===== config.mk =====
export PLATFORM = sky130hd
export DESIGN_NAME = fetch_unit_flat
export DESIGN_NICKNAME = d
export VERILOG_FILES = /design/src/rtl/fetch_unit_pkg.sv /design/src/rtl/fetch_unit_if.sv /design/src/rtl/fetch_unit_fifo.sv /design/src/rtl/fetch_unit.sv /design/src/flat_wrapper.sv
export SDC_FILE = /design/constraint.sdc
export NUM_CORES = 1
export LEC_CHECK = 0
export CELL_PAD_IN_SITES_DETAIL_PLACEMENT = 0
export CELL_PAD_IN_SITES_GLOBAL_PLACEMENT = 2
export CORE_ASPECT_RATIO = 0.6
export CORE_UTILIZATION = 40
export DETAILED_ROUTE_END_ITERATION = 12
export PLACE_DENSITY = 0.79
export SLEW_MARGIN = 0
export SYNTH_ARGS = -nofsm -noshare
export SYNTH_HDL_FRONTEND = slang
export SYNTH_HIERARCHICAL = 1
export SYNTH_SLANG_ARGS = --single-unit
export TNS_END_PERCENT = 20

===== constraint.sdc =====
create_clock -name clk -period 12.9 [get_ports clk]
set_input_delay 1.29 -clock clk [delete_from_list [all_inputs] [get_ports clk]]
set_output_delay 1.29 -clock clk [all_outputs]
set_load 0.05 [all_outputs]

===== src/rtl/fetch_unit_pkg.sv =====
// Shared CPU front-end definitions: instruction width, fetch FSM encoding
// and the default reset PC.
package cpu_defs;

  localparam int INST_WIDTH = 32;
  localparam logic [31:0] DEFAULT_RESET_PC = 32'h0000_0000;

  typedef enum logic {
    S_IDLE = 1'b0,
    S_WAIT = 1'b1
  } fetch_state_e;

endpackage


===== src/rtl/fetch_unit_if.sv =====
// Fetch unit bus bundle: instruction memory request/response channels,
// core redirect input and the instruction delivery channel.
interface fetch_unit_if #(
  parameter int PC_WIDTH = 32
);
  import cpu_defs::*;

  logic                  mem_req_valid;
  logic                  mem_req_ready;
  logic [PC_WIDTH-1:0]   mem_req_addr;
  logic                  mem_rsp_valid;
  logic [INST_WIDTH-1:0] mem_rsp_data;
  logic                  redirect_valid;
  logic [PC_WIDTH-1:0]   redirect_pc;
  logic                  inst_valid;
  logic                  inst_ready;
  logic [INST_WIDTH-1:0] inst_data;
  logic [PC_WIDTH-1:0]   inst_pc;

  modport master (
    output mem_req_valid, mem_req_addr, inst_valid, inst_data, inst_pc,
    input  mem_req_ready, mem_rsp_valid, mem_rsp_data,
           redirect_valid, redirect_pc, inst_ready
  );

  modport slave (
    input  mem_req_valid, mem_req_addr, inst_valid, inst_data, inst_pc,
    output mem_req_ready, mem_rsp_valid, mem_rsp_data,
           redirect_valid, redirect_pc, inst_ready
  );

endinterface


===== src/rtl/fetch_unit_fifo.sv =====
// Synchronous FIFO of {pc, instruction}; flush wins over push and pop.
module fetch_fifo
  import cpu_defs::*;
#(
  parameter int DEPTH    = 4,
  parameter int PC_WIDTH = 32
) (
  input  logic                     clk,
  input  logic                     reset,
  input  logic                     push,
  input  logic                     pop,
  input  logic                     flush,
  input  logic [PC_WIDTH-1:0]      push_pc,
  input  logic [INST_WIDTH-1:0]    push_inst,
  output logic [PC_WIDTH-1:0]      head_pc,
  output logic [INST_WIDTH-1:0]    head_inst,
  output logic                     empty,
  output logic                     full,
  output logic [$clog2(DEPTH):0]   count
);

  localparam int AW = $clog2(DEPTH);

  logic [PC_WIDTH-1:0]   pc_mem   [DEPTH];
  logic [INST_WIDTH-1:0] inst_mem [DEPTH];
  logic [AW:0]           wr_ptr;
  logic [AW:0]           rd_ptr;
  logic                  do_push;
  logic                  do_pop;

  assign do_push = push && !full && !flush;
  assign do_pop  = pop && !empty && !flush;

  // Extra pointer MSB separates full (MSBs differ) from empty (MSBs equal).
  assign empty = (wr_ptr == rd_ptr);
  assign full  = (wr_ptr[AW] != rd_ptr[AW]) && (wr_ptr[AW-1:0] == rd_ptr[AW-1:0]);
  assign count = wr_ptr - rd_ptr;

  assign head_pc   = pc_mem[rd_ptr[AW-1:0]];
  assign head_inst = inst_mem[rd_ptr[AW-1:0]];

  always_ff @(posedge clk) begin
    if (reset || flush) begin
      wr_ptr <= '0;
      rd_ptr <= '0;
    end else begin
      if (do_push) wr_ptr <= wr_ptr + 1'b1;
      if (do_pop)  rd_ptr <= rd_ptr + 1'b1;
    end
  end

  always_ff @(posedge clk) begin
    if (do_push) begin
      pc_mem[wr_ptr[AW-1:0]]   <= push_pc;
      inst_mem[wr_ptr[AW-1:0]] <= push_inst;
    end
  end

endmodule


===== src/rtl/fetch_unit.sv =====
// Instruction fetch stage: one outstanding memory request at a time,
// FIFO-buffered delivery to the core, redirect flush with stale-response drop.
//
//   state  | meaning
//   S_IDLE | no request outstanding; request fetch_pc when the FIFO has room
//   S_WAIT | one request accepted, waiting for its response
module fetch_unit
  import cpu_defs::*;
#(
  parameter int                  PC_WIDTH = 32,
  parameter int                  DEPTH    = 4,
  parameter logic [PC_WIDTH-1:0] RESET_PC = PC_WIDTH'(DEFAULT_RESET_PC)
) (
  input  logic          clk,
  input  logic          reset,
  fetch_unit_if.master  bus
);

  localparam int CW = $clog2(DEPTH) + 1;

  fetch_state_e        state, state_nxt;
  logic [PC_WIDTH-1:0] fetch_pc, fetch_pc_nxt;
  logic [PC_WIDTH-1:0] req_pc, req_pc_nxt;
  logic                drop, drop_nxt;
  logic                req_valid;
  logic                req_fire;
  logic                push;
  logic                pop;
  logic                fifo_empty;
  logic                fifo_full;
  logic [CW-1:0]       fifo_count;
  logic [PC_WIDTH-1:0] head_pc;
  logic [INST_WIDTH-1:0] head_inst;

  // Only one request is ever in flight, so room for one more entry suffices.
  assign req_valid = !reset && (state == S_IDLE) && (fifo_count < CW'(DEPTH));
  assign req_fire  = req_valid && bus.mem_req_ready;
  assign pop       = !fifo_empty && bus.inst_ready;

  always_comb begin
    state_nxt    = state;
    fetch_pc_nxt = fetch_pc;
    req_pc_nxt   = req_pc;
    drop_nxt     = drop;
    push         = 1'b0;
    case (state)
      S_IDLE: begin
        if (req_fire) begin
          state_nxt    = S_WAIT;
          req_pc_nxt   = fetch_pc;
          fetch_pc_nxt = fetch_pc + 1'b1;
          drop_nxt     = bus.redirect_valid;
        end
      end
      S_WAIT: begin
        if (bus.mem_rsp_valid) begin
          push      = !drop && !bus.redirect_valid && !fifo_full;
          drop_nxt  = 1'b0;
          state_nxt = S_IDLE;
        end else if (bus.redirect_valid) begin
          drop_nxt = 1'b1;
        end
      end
      default: state_nxt = S_IDLE;
    endcase
    if (bus.redirect_valid) fetch_pc_nxt = bus.redirect_pc;
  end

  always_ff @(posedge clk) begin
    if (reset) begin
      state    <= S_IDLE;
      fetch_pc <= RESET_PC;
      req_pc   <= '0;
      drop     <= 1'b0;
    end else begin
      state    <= state_nxt;
      fetch_pc <= fetch_pc_nxt;
      req_pc   <= req_pc_nxt;
      drop     <= drop_nxt;
    end
  end

  fetch_fifo #(
    .DEPTH    (DEPTH),
    .PC_WIDTH (PC_WIDTH)
  ) u_fifo (
    .clk       (clk),
    .reset     (reset),
    .push      (push),
    .pop       (pop),
    .flush     (bus.redirect_valid),
    .push_pc   (req_pc),
    .push_inst (bus.mem_rsp_data),
    .head_pc   (head_pc),
    .head_inst (head_inst),
    .empty     (fifo_empty),
    .full      (fifo_full),
    .count     (fifo_count)
  );

  assign bus.mem_req_valid = req_valid;
  assign bus.mem_req_addr  = fetch_pc;
  assign bus.inst_valid    = !fifo_empty;
  assign bus.inst_data     = head_inst;
  assign bus.inst_pc       = head_pc;

endmodule


===== src/flat_wrapper.sv =====
// flat-port wrapper written by rule: the top's interface ports become plain ports
module fetch_unit_flat import cpu_defs::*;
#(
  parameter int                  PC_WIDTH = 32,
  parameter int                  DEPTH    = 4,
  parameter logic [PC_WIDTH-1:0] RESET_PC = PC_WIDTH'(DEFAULT_RESET_PC)
)
  (clk, reset, bus_mem_req_valid, bus_mem_req_addr, bus_inst_valid, bus_inst_data, bus_inst_pc, bus_mem_req_ready, bus_mem_rsp_valid, bus_mem_rsp_data, bus_redirect_valid, bus_redirect_pc, bus_inst_ready);
  fetch_unit_if #(.PC_WIDTH(PC_WIDTH)) bus_i ();
  input  logic clk;
  input  logic reset;
  output wire logic [$bits(bus_i.mem_req_valid)-1:0] bus_mem_req_valid;
  output wire logic [$bits(bus_i.mem_req_addr)-1:0] bus_mem_req_addr;
  output wire logic [$bits(bus_i.inst_valid)-1:0] bus_inst_valid;
  output wire logic [$bits(bus_i.inst_data)-1:0] bus_inst_data;
  output wire logic [$bits(bus_i.inst_pc)-1:0] bus_inst_pc;
  input wire logic [$bits(bus_i.mem_req_ready)-1:0] bus_mem_req_ready;
  input wire logic [$bits(bus_i.mem_rsp_valid)-1:0] bus_mem_rsp_valid;
  input wire logic [$bits(bus_i.mem_rsp_data)-1:0] bus_mem_rsp_data;
  input wire logic [$bits(bus_i.redirect_valid)-1:0] bus_redirect_valid;
  input wire logic [$bits(bus_i.redirect_pc)-1:0] bus_redirect_pc;
  input wire logic [$bits(bus_i.inst_ready)-1:0] bus_inst_ready;
  assign bus_mem_req_valid = bus_i.mem_req_valid;
  assign bus_mem_req_addr = bus_i.mem_req_addr;
  assign bus_inst_valid = bus_i.inst_valid;
  assign bus_inst_data = bus_i.inst_data;
  assign bus_inst_pc = bus_i.inst_pc;
  assign bus_i.mem_req_ready = bus_mem_req_ready;
  assign bus_i.mem_rsp_valid = bus_mem_rsp_valid;
  assign bus_i.mem_rsp_data = bus_mem_rsp_data;
  assign bus_i.redirect_valid = bus_redirect_valid;
  assign bus_i.redirect_pc = bus_redirect_pc;
  assign bus_i.inst_ready = bus_inst_ready;
  fetch_unit #(.PC_WIDTH(PC_WIDTH), .DEPTH(DEPTH), .RESET_PC(RESET_PC)) u_core (.clk(clk), .reset(reset), .bus(bus_i));
endmodule

==> results.md <==
Run status:
- The run finished with clean final reports.

Floorplan:
- The core area is approximately 32000 um^2.
- The floorplan step set the die height to 142 um.
- The die covers 33300 um^2.
- The floorplan has 50 rows.
- The starting density of the core is about two fifths.
- The floorplan step set the die width to 235 um.
- Pin placement for this block handled 168 I/O pins.

Finish:
- After the last flow step, the layout net total stands at 1046.
- Compared with the post-synthesis result, the final layout area differs by 23.0%.
- Cells with a size suffix above 1 make up 13.9% of the layout.

CTS:
- Clock-pin slew was measured on the worst setup and hold paths at 0.06 ns.
- The insertion delay of the later-clocked pin in the worst-skew pair is 0.55 ns.
- The count of instances resized after the clock tree is built is 0.
- The number of hold buffers added after CTS was 0.
- CTS saw 330 sinks.
- Clock tree synthesis selected as its root buffer the cell sky130_fd_sc_hd__clkbuf_16.
- In this run the number of H-tree levels came out at 1.
- TritonCTS created 29 clock buffers.
- The buffer levels on the longest clock path is 3.
- Once the clock tree was built, the setup fixing pass inserted 0 buffers.
- TritonCTS built the clock tree.

Synth:
- The number of cells produced by synthesis is approximately 800.
- Yosys printed 6 warnings.
- The synthesized netlist occupies a cell area of 13000 um^2.
- Counting every net in the synthesized netlist gives 881.
- The post-synthesis area per instance is ~16 um^2.

GRT:
- The number of global-route vias before repair is 7598.
- Global routing used 18.3% of the available tracks.
- Entering global routing, the biggest net connects 70 pins.
- The first global-routing pass estimated 46.4 mm of wire.
- The total overflow reported by the global router is 0.
- The number of antenna violations at the first check in global routing is 1.

Pwr:
- The combinational power share is 6.1%.
- The part of the power in the clock network is 39.0%.
- Net switching is 22.0% of the power.
- Internal power comes to 1670 uW.
- The total net switching power is 472 uW.
- The relative contribution of sequential cells to total power is around 55%.
- For this design the static power due to leakage is 0.00496 uW.
- In this run the power density over the cells is 134 nW/um^2.
- The completed layout was analyzed and its total power is 2140 uW.
- The worst-case IR drop observed on VDD is 0.111 mV.

Placement:
- At the end of routability-driven placement, the weighted congestion stood at 0.765.
- Buffers placed on the I/O ports in this run total 167.
- The placed wire-length estimate after detailed placement is roughly 20 mm.

Worst setup path:
- Data arrives at the worst endpoint at around 3.4 ns.
- The biggest fanout along the worst timing path is 44.
- The critical path capture point type is an output pin.
- The sort of element at the start of the critical path is a flip-flop.
- STA puts the critical path data required time at 11.61 ns.
- The critical path is of the flip-flop to output pin type.

Timing:
- The final count of pins violating max slew is 0.
- The clock arrives with 0.0154 ns of skew.
- Setup repair after global routing left no endpoint under its margin.
- In the finished design, the share of the clock period the worst path needs comes to 36.5%.
- The total setup violations reported at the end of the flow is 0.
- The sum of negative setup slack is 0 ns.
- The smallest clock period supported by the final layout is computed as roughly 4.7 ns.
- At the pin with the least slew margin, the transition time is 1.03 ns.
- Derived from the worst setup path, the maximum achievable clock frequency is 212 MHz.
- The worst pin sits at a relative slew slack of a little under a third.
- The number of hold violations in the final report came to 0.

Detailed routing:
- Dividing the detail-routed via count by the number of cells gives ~5.5.
- The number of routed nets with antenna violations is 0.
- The count of TritonRoute iterations in the first routing pass is 5.
- The overall via count from detail_route is 7677.
- The routed design has 30.5 mm of wire.
- In the final routed layout, each cell accounts on average for 21.7 um.
- The post-route DRC violation count is 0.
- After the first detailed-routing iteration, the DRC count stood at 570.

Flow run:
- Across the run, the number of max-cap violations was 0.

Worst hold path:
- The path category of the worst min-delay check is flip-flop to flip-flop.
-- power groups by stage --
stage                     clock, uW  combinational [uW]  sequential, uW
final                           835                 130            1180
after global routing            892                 139            1180
after CTS                       854                 131            1180
after detailed placement          0                 130            1200
after global placement            0                 130            1200
after floorplan                   0                47.3            1220
-- metal layers --
metal | global-route usage, % | routed length [um] | vias up | part of all wire [%]
li1 | - | - | 3506 | -
met1 | 27.5 | 14600 | 3917 | 48
met2 | 27.8 | 13800 | 216 | 45
met3 | 3.19 | 1680 | 36 | 5.5
met4 | 3.77 | 468 | 2 | 1.5
met5 | 0 | 13 | - | 0.043
-- cells in the final DEF, fill, tap and decap left out, types with 3 or more instances in the layout --
cell type / count
sky130_fd_sc_hd__ha_1: 8
sky130_fd_sc_hd__inv_1: 16
sky130_fd_sc_hd__or4_1: 18
sky130_fd_sc_hd__o211ai_1: 8
sky130_fd_sc_hd__a32oi_1: 3
sky130_fd_sc_hd__o21ai_0: 7
sky130_fd_sc_hd__mux4_2: 64
sky130_fd_sc_hd__nand4b_1: 3
sky130_fd_sc_hd__dfxtp_1: 72
sky130_fd_sc_hd__and3_1: 3
sky130_fd_sc_hd__mux2i_1: 7
sky130_fd_sc_hd__buf_4: 13
sky130_fd_sc_hd__a311oi_1: 17
sky130_fd_sc_hd__clkinv_1: 5
sky130_fd_sc_hd__clkdlybuf4s50_1: 166
sky130_fd_sc_hd__o31ai_1: 13
sky130_fd_sc_hd__nor3b_2: 4
sky130_fd_sc_hd__a21oi_1: 35
sky130_fd_sc_hd__nor2_1: 32
sky130_fd_sc_hd__clkbuf_1: 6
sky130_fd_sc_hd__nand4_1: 13
sky130_fd_sc_hd__nor3_1: 9
sky130_fd_sc_hd__clkinv_2: 6
sky130_fd_sc_hd__nand3_1: 12
sky130_fd_sc_hd__or3_1: 11
sky130_fd_sc_hd__xnor2_1: 7
sky130_fd_sc_hd__a211oi_1: 7
sky130_fd_sc_hd__clkbuf_16: 29
sky130_fd_sc_hd__nand2b_1: 3
sky130_fd_sc_hd__nand2_1: 91
sky130_fd_sc_hd__nor4_1: 8
sky130_fd_sc_hd__and4_1: 4
sky130_fd_sc_hd__edfxtp_1: 256
-- flip-flops by register name, summed over array words and instances, names as in the netlist, named ones only --
name,cells
u_core/u_fifo/inst_mem,128
u_core/u_fifo/pc_mem,128
u_core/bus.mem_req_addr,32
u_core/req_pc,32
u_core/u_fifo/rd_ptr,3
u_core/u_fifo/wr_ptr,3
u_core/drop,1
u_core/state,1
-- through the flow --
step / hold slack, ns / setup WS (ns) / instance area [um^2] / instances / util [%]
2_1_floorplan: 0.460 / 5.15 / 13000 / 802 / -
3_5_place_dp: 0.488 / 8.03 / 15100 / 1352 / 47.7
3_3_place_gp: 0.485 / 8.04 / 15100 / 1352 / 47.7
6_report: 0.500 / 8.19 / 16000 / 1406 / 50.6
5_1_grt: 0.524 / 7.94 / 16000 / 1405 / 50.6
4_1_cts: 0.500 / 8.06 / 16000 / 1405 / 50.6
-- final cells by class --
type	count	area [um^2]
fill	2595	15600
sequential	330	9180
multi-input combinational	409	3550
timing repair buffer	180	1760
clock buffer	37	776
tap	416	520
clock inverter	16	135
inverter	17	63.8
antenna	1	2.50
-- critical path, cell delays in order (launching register included) --
cell and delay (ns):
sky130_fd_sc_hd__dfxtp_4 0.63, sky130_fd_sc_hd__buf_4 0.80, sky130_fd_sc_hd__mux4_2 0.66, sky130_fd_sc_hd__clkdlybuf4s50_1 0.73
-- final timing paths --
path,startpoint,end,slack (ns),cells after the start
worst min-delay path,u_core/req_pc[3],u_core/req_pc[3],0.50,2
worst max-delay path,flip-flop,bus_inst_data[30],8.19,3
worst min register to register,u_core/req_pc[3],u_core/req_pc[3],0.50,2
worst max register to register,u_core/u_fifo/wr_ptr[0],u_core/u_fifo/inst_mem[0][29],8.99,8
(Power assumes the default switching activity.)
==> RTL change 1 (same flow settings) <==
`PC_WIDTH` is set to 32 in 4 places; all go to 36.
--- a/src/rtl/fetch_unit_if.sv
+++ b/src/rtl/fetch_unit_if.sv
@@ -1,7 +1,7 @@
 // Fetch unit bus bundle: instruction memory request/response channels,
 // core redirect input and the instruction delivery channel.
 interface fetch_unit_if #(
-  parameter int PC_WIDTH = 32
+  parameter int PC_WIDTH = 36
 );
   import cpu_defs::*;
 
--- a/src/rtl/fetch_unit_fifo.sv
+++ b/src/rtl/fetch_unit_fifo.sv
@@ -3,7 +3,7 @@
   import cpu_defs::*;
 #(
   parameter int DEPTH    = 4,
-  parameter int PC_WIDTH = 32
+  parameter int PC_WIDTH = 36
 ) (
   input  logic                     clk,
   input  logic                     reset,
--- a/src/rtl/fetch_unit.sv
+++ b/src/rtl/fetch_unit.sv
@@ -7,7 +7,7 @@
 module fetch_unit
   import cpu_defs::*;
 #(
-  parameter int                  PC_WIDTH = 32,
+  parameter int                  PC_WIDTH = 36,
   parameter int                  DEPTH    = 4,
   parameter logic [PC_WIDTH-1:0] RESET_PC = PC_WIDTH'(DEFAULT_RESET_PC)
 ) (
--- a/src/flat_wrapper.sv
+++ b/src/flat_wrapper.sv
@@ -1,7 +1,7 @@
 // flat-port wrapper written by rule: the top's interface ports become plain ports
 module fetch_unit_flat import cpu_defs::*;
 #(
-  parameter int                  PC_WIDTH = 32,
+  parameter int                  PC_WIDTH = 36,
   parameter int                  DEPTH    = 4,
   parameter logic [PC_WIDTH-1:0] RESET_PC = PC_WIDTH'(DEFAULT_RESET_PC)
 )
Ports: changed (resized bus_inst_pc, bus_mem_req_addr and bus_redirect_pc); port bits go from 168 to 180. The function was not compared with the original's and may differ.
==> RTL change 1 against the unedited design <==
Final cell count up 9.7%; count of clock-buffer cells in the layout is 1 higher; non-clock buffer count is 13 higher; area after synthesis rose by 8.0%; die area is 7.9% higher; worst setup slack got worse by 28 ps; wire length is 12% higher; sequential share of layout area decreased by 0.84 points; via count grew 11%; power up 13%; cell area is 8.6% higher; sequential cell count is 24 higher; worst hold slack better by 0.51 ps; critical endpoint is now bus_inst_pc[7].
==> RTL change 1: results (changes against the unedited design) <==
status=finished, final reports clean (unchanged); reg-to-reg slack, setup=9090 ps (was 8990 ps); Hold WS=500.0 ps (was 499.5 ps); met2 wire len=15410 um (was 13760 um); Final Net Count=1145 (was 1046); IO Port Bufs=179 (was 167); Routed Wire Length=34070 um (was 30480 um); Highest Signal Layer=met4 (was met5); Max VDD drop=0.00008975 V (was 0.0001106 V); Placed Area=16250 um^2 (was 15080 um^2); GRT Overall Usage=0.1917 (was 0.1826); global-route met3 utilization=0.03562 (was 0.03191); total CTS buffers=34 (was 29); Filler Cell Count=2863 (was 2595); Min-Delay Endpoint=u_core/req_pc[32] (was u_core/req_pc[3]); syn_nets=968 (was 881); beginning of the worst hold path=u_core/req_pc[32] (was u_core/req_pc[3]); share of post-route cells with drive strength above 1=0.1384 (was 0.1385); Worst-Margin Slew=1095 ps (was 1030 ps); CP endpoint=bus_inst_pc[7] (was bus_inst_data[30]); met2 GRT Util=0.2920 (was 0.2784); met1 Use GR=0.2901 (was 0.2753); DR vias/cell=5.503 (was 5.460); first-pass GRT wire length=52330 um (was 46380 um); FF-to-FF End=u_core/bus.mem_req_addr[18] (was u_core/u_fifo/inst_mem[0][29])
-- RTL change 1: worst register-to-register path, delay by kind of cell, from the launching register on --
family                   cells  cell delay [ps]
AND/OR/NAND/NOR              3             2110
buffers and inverters        1              120
flip-flops                   1              390
adder cells (fa/ha/maj)      2              610
AO/OA/AOI/OAI                1              270
XOR/XNOR                     1              230
-- RTL change 1: cell type report --
cell class | count | area [um^2] | area share
flip-flops and latches | 354 | 9817 | 0.5655
multi-input cells | 464 | 3910 | 0.2252
repair buffers | 193 | 1892 | 0.1090
clock buffers | 38 | 887.1 | 0.05110
well taps | 459 | 574.3 | 0.03308
clock inverters | 20 | 222.7 | 0.01283
inverters | 15 | 56.30 | 0.003243
-- RTL change 1: power breakdown --
part | internal [mW] | total (mW) | switching [mW] | leakage, nW
clock network | 0.594 | 1.01 | 0.412 | 0.549
logic | 0.0541 | 0.139 | 0.0845 | 1.69
registers | 1.24 | 1.27 | 0.0278 | 3.20
total | 1.89 | 2.41 | 0.524 | 5.43
==> RTL change 2 (same flow settings) <==
Without the edit above. Reset style: asynchronous (`reset`), changed in one clocked block.
--- a/src/rtl/fetch_unit.sv
+++ b/src/rtl/fetch_unit.sv
@@ -66,7 +66,7 @@
     if (bus.redirect_valid) fetch_pc_nxt = bus.redirect_pc;
   end
 
-  always_ff @(posedge clk) begin
+  always_ff @(posedge clk or posedge reset) begin
     if (reset) begin
       state    <= S_IDLE;
       fetch_pc <= RESET_PC;
Formal check against the unedited RTL: differs if reset is asserted again (counterexample within 4 cycles, from zero or initial values and one cycle with reset high); with reset held inactive, the same outputs for 4 cycles.
==> RTL change 2 against the unedited design <==
Sequential power rose by 6%; worst setup slack better by 2.0 ps; combinational power rose by 29%; non-clock buffer count fell by 4; wire length shrank 4.4%; largest cell class unchanged; synthesized cell count down 5.9%; final cell count fell by 2.6%; critical endpoint is now bus_inst_pc[6]; highest routed layer is now met4; area after synthesis about the same; count of clock-buffer cells in the layout up 11; cell area rose by 0.19%; power up 5.9%; register-to-register slack lost 50 ps; sequential cell count unchanged.
==> RTL change 2: results (changes against the unedited design) <==
Mean Syn Cell Area=17.21 um^2 (was 16.21 um^2); Fin Setup TNS=0 ps (unchanged); DR vias/cell=5.353 (was 5.460); Placer Congestion=0.7583 (was 0.7652); Placed Area=15080 um^2 (about the same); detailed-route wire length per cell=21.26 um (was 21.68 um); GRT Overall Usage=0.1786 (was 0.1826); Worst-Margin Slew=1068 ps (was 1030 ps); clk root buf=clkbuf_16 (unchanged); Switching Fraction=0.2370 (was 0.2201); yosys warns=6 (unchanged); status=finished, final reports clean (unchanged); Clk pin slew, worst setup/hold paths=roughly 70 ps; share of post-route cells with drive strength above 1=0.1363 (was 0.1385); initial DRC count=559 (was 570); ant diodes=0 (was 1); Pleak=5.351 nW (was 4.959 nW); final non-filler cell total=1370 (was 1406); Inst Count DP=1312 (was 1352); CTS resizes=0 (unchanged); Max VDD drop=0.00009626 V (was 0.0001106 V); CP max FO=44 (unchanged); later-pin clock latency in the skew report=570 ps (was 550 ps); Post-CTS Setup Bufs=0 (unchanged); Hold Path Class=reg -> reg (unchanged); Clock Skew=10.66 ps (was 15.41 ps); Critical Path AT=3420 ps (about the same); Final Net Count=1008 (was 1046); vias in the first global route=7305 (was 7598); initial antenna violation count=0 (was 1); first-pass GRT wire length=45170 um (was 46380 um); IO Port Bufs=167 (unchanged); largest net degree at the start of global routing=67 (was 70); total CTS buffers=31 (was 29); H-tree Lvls=1 (unchanged); syn_nets=834 (was 881); CTS max path bufs=3 (unchanged); dpl hpwl=18000 um (was 19680 um); first drt pass iteration count=4 (was 5)
==> RTL change 2: power groups by stage <==
stage	Sequential, mW	Clock [mW]	Combinational [mW]
6_report	1.25	0.848	0.168
5_1_grt	1.26	0.914	0.181
4_1_cts	1.26	0.876	0.170
3_5_place_dp	1.28	0	0.169
3_3_place_gp	1.27	0	0.168
2_1_floorplan	1.29	0	0.0663
==> RTL change 2: layout make-up <==
class                   instances  area [um^2]
fillers                      2598        15570
flip-flops and latches        330         9507
multi-input cells             374         3256
repair buffers                176         1734
clock buffers                  48        869.6
well taps                     416        520.5
clock inverters                10        72.57
inverters                      16        60.06
==> RTL change 2: worst paths after layout <==
path	from	end	slack, ps	depth (start not counted)
setup reg to reg	u_core/u_fifo/wr_ptr[0]	u_core/u_fifo/inst_mem[0][4]	8940	8
hold / removal	u_core/u_fifo/wr_ptr[0]	u_core/u_fifo/wr_ptr[0]	520	2
hold reg to reg	u_core/u_fifo/wr_ptr[0]	u_core/u_fifo/wr_ptr[0]	520	2
setup / recovery	register	bus_inst_pc[6]	8190	3
max in group asynchronous	reset	u_core/req_pc[9]	10790	3
min in group asynchronous	reset	u_core/state	1480	3
==> RTL change 2: per-stage QoR <==
stage / hold WS (ps) / setup slack [ps] / util
global placement: 503.1 / 8198 / 0.4772
global route: 542.6 / 7917 / 0.5071
detailed placement: 512.8 / 8175 / 0.4772
floorplan: 472.1 / 5177 / -
finish: 522.0 / 8189 / 0.5071
CTS: 523.6 / 8049 / 0.5071
==> RTL change 2: worst max-delay path, stage by stage, from the launching register on <==
cell             delay, ps
dfxtp_4                650
buf_4                  760
mux4_2                 600
clkdlybuf4s50_1        750
==> RTL change 2: layer usage <==
metal	track usage	share of wire
met5	0	0
met1	0.2750	0.49
met2	0.2683	0.45
met3	0.03152	0.045
met4	0.03186	0.014
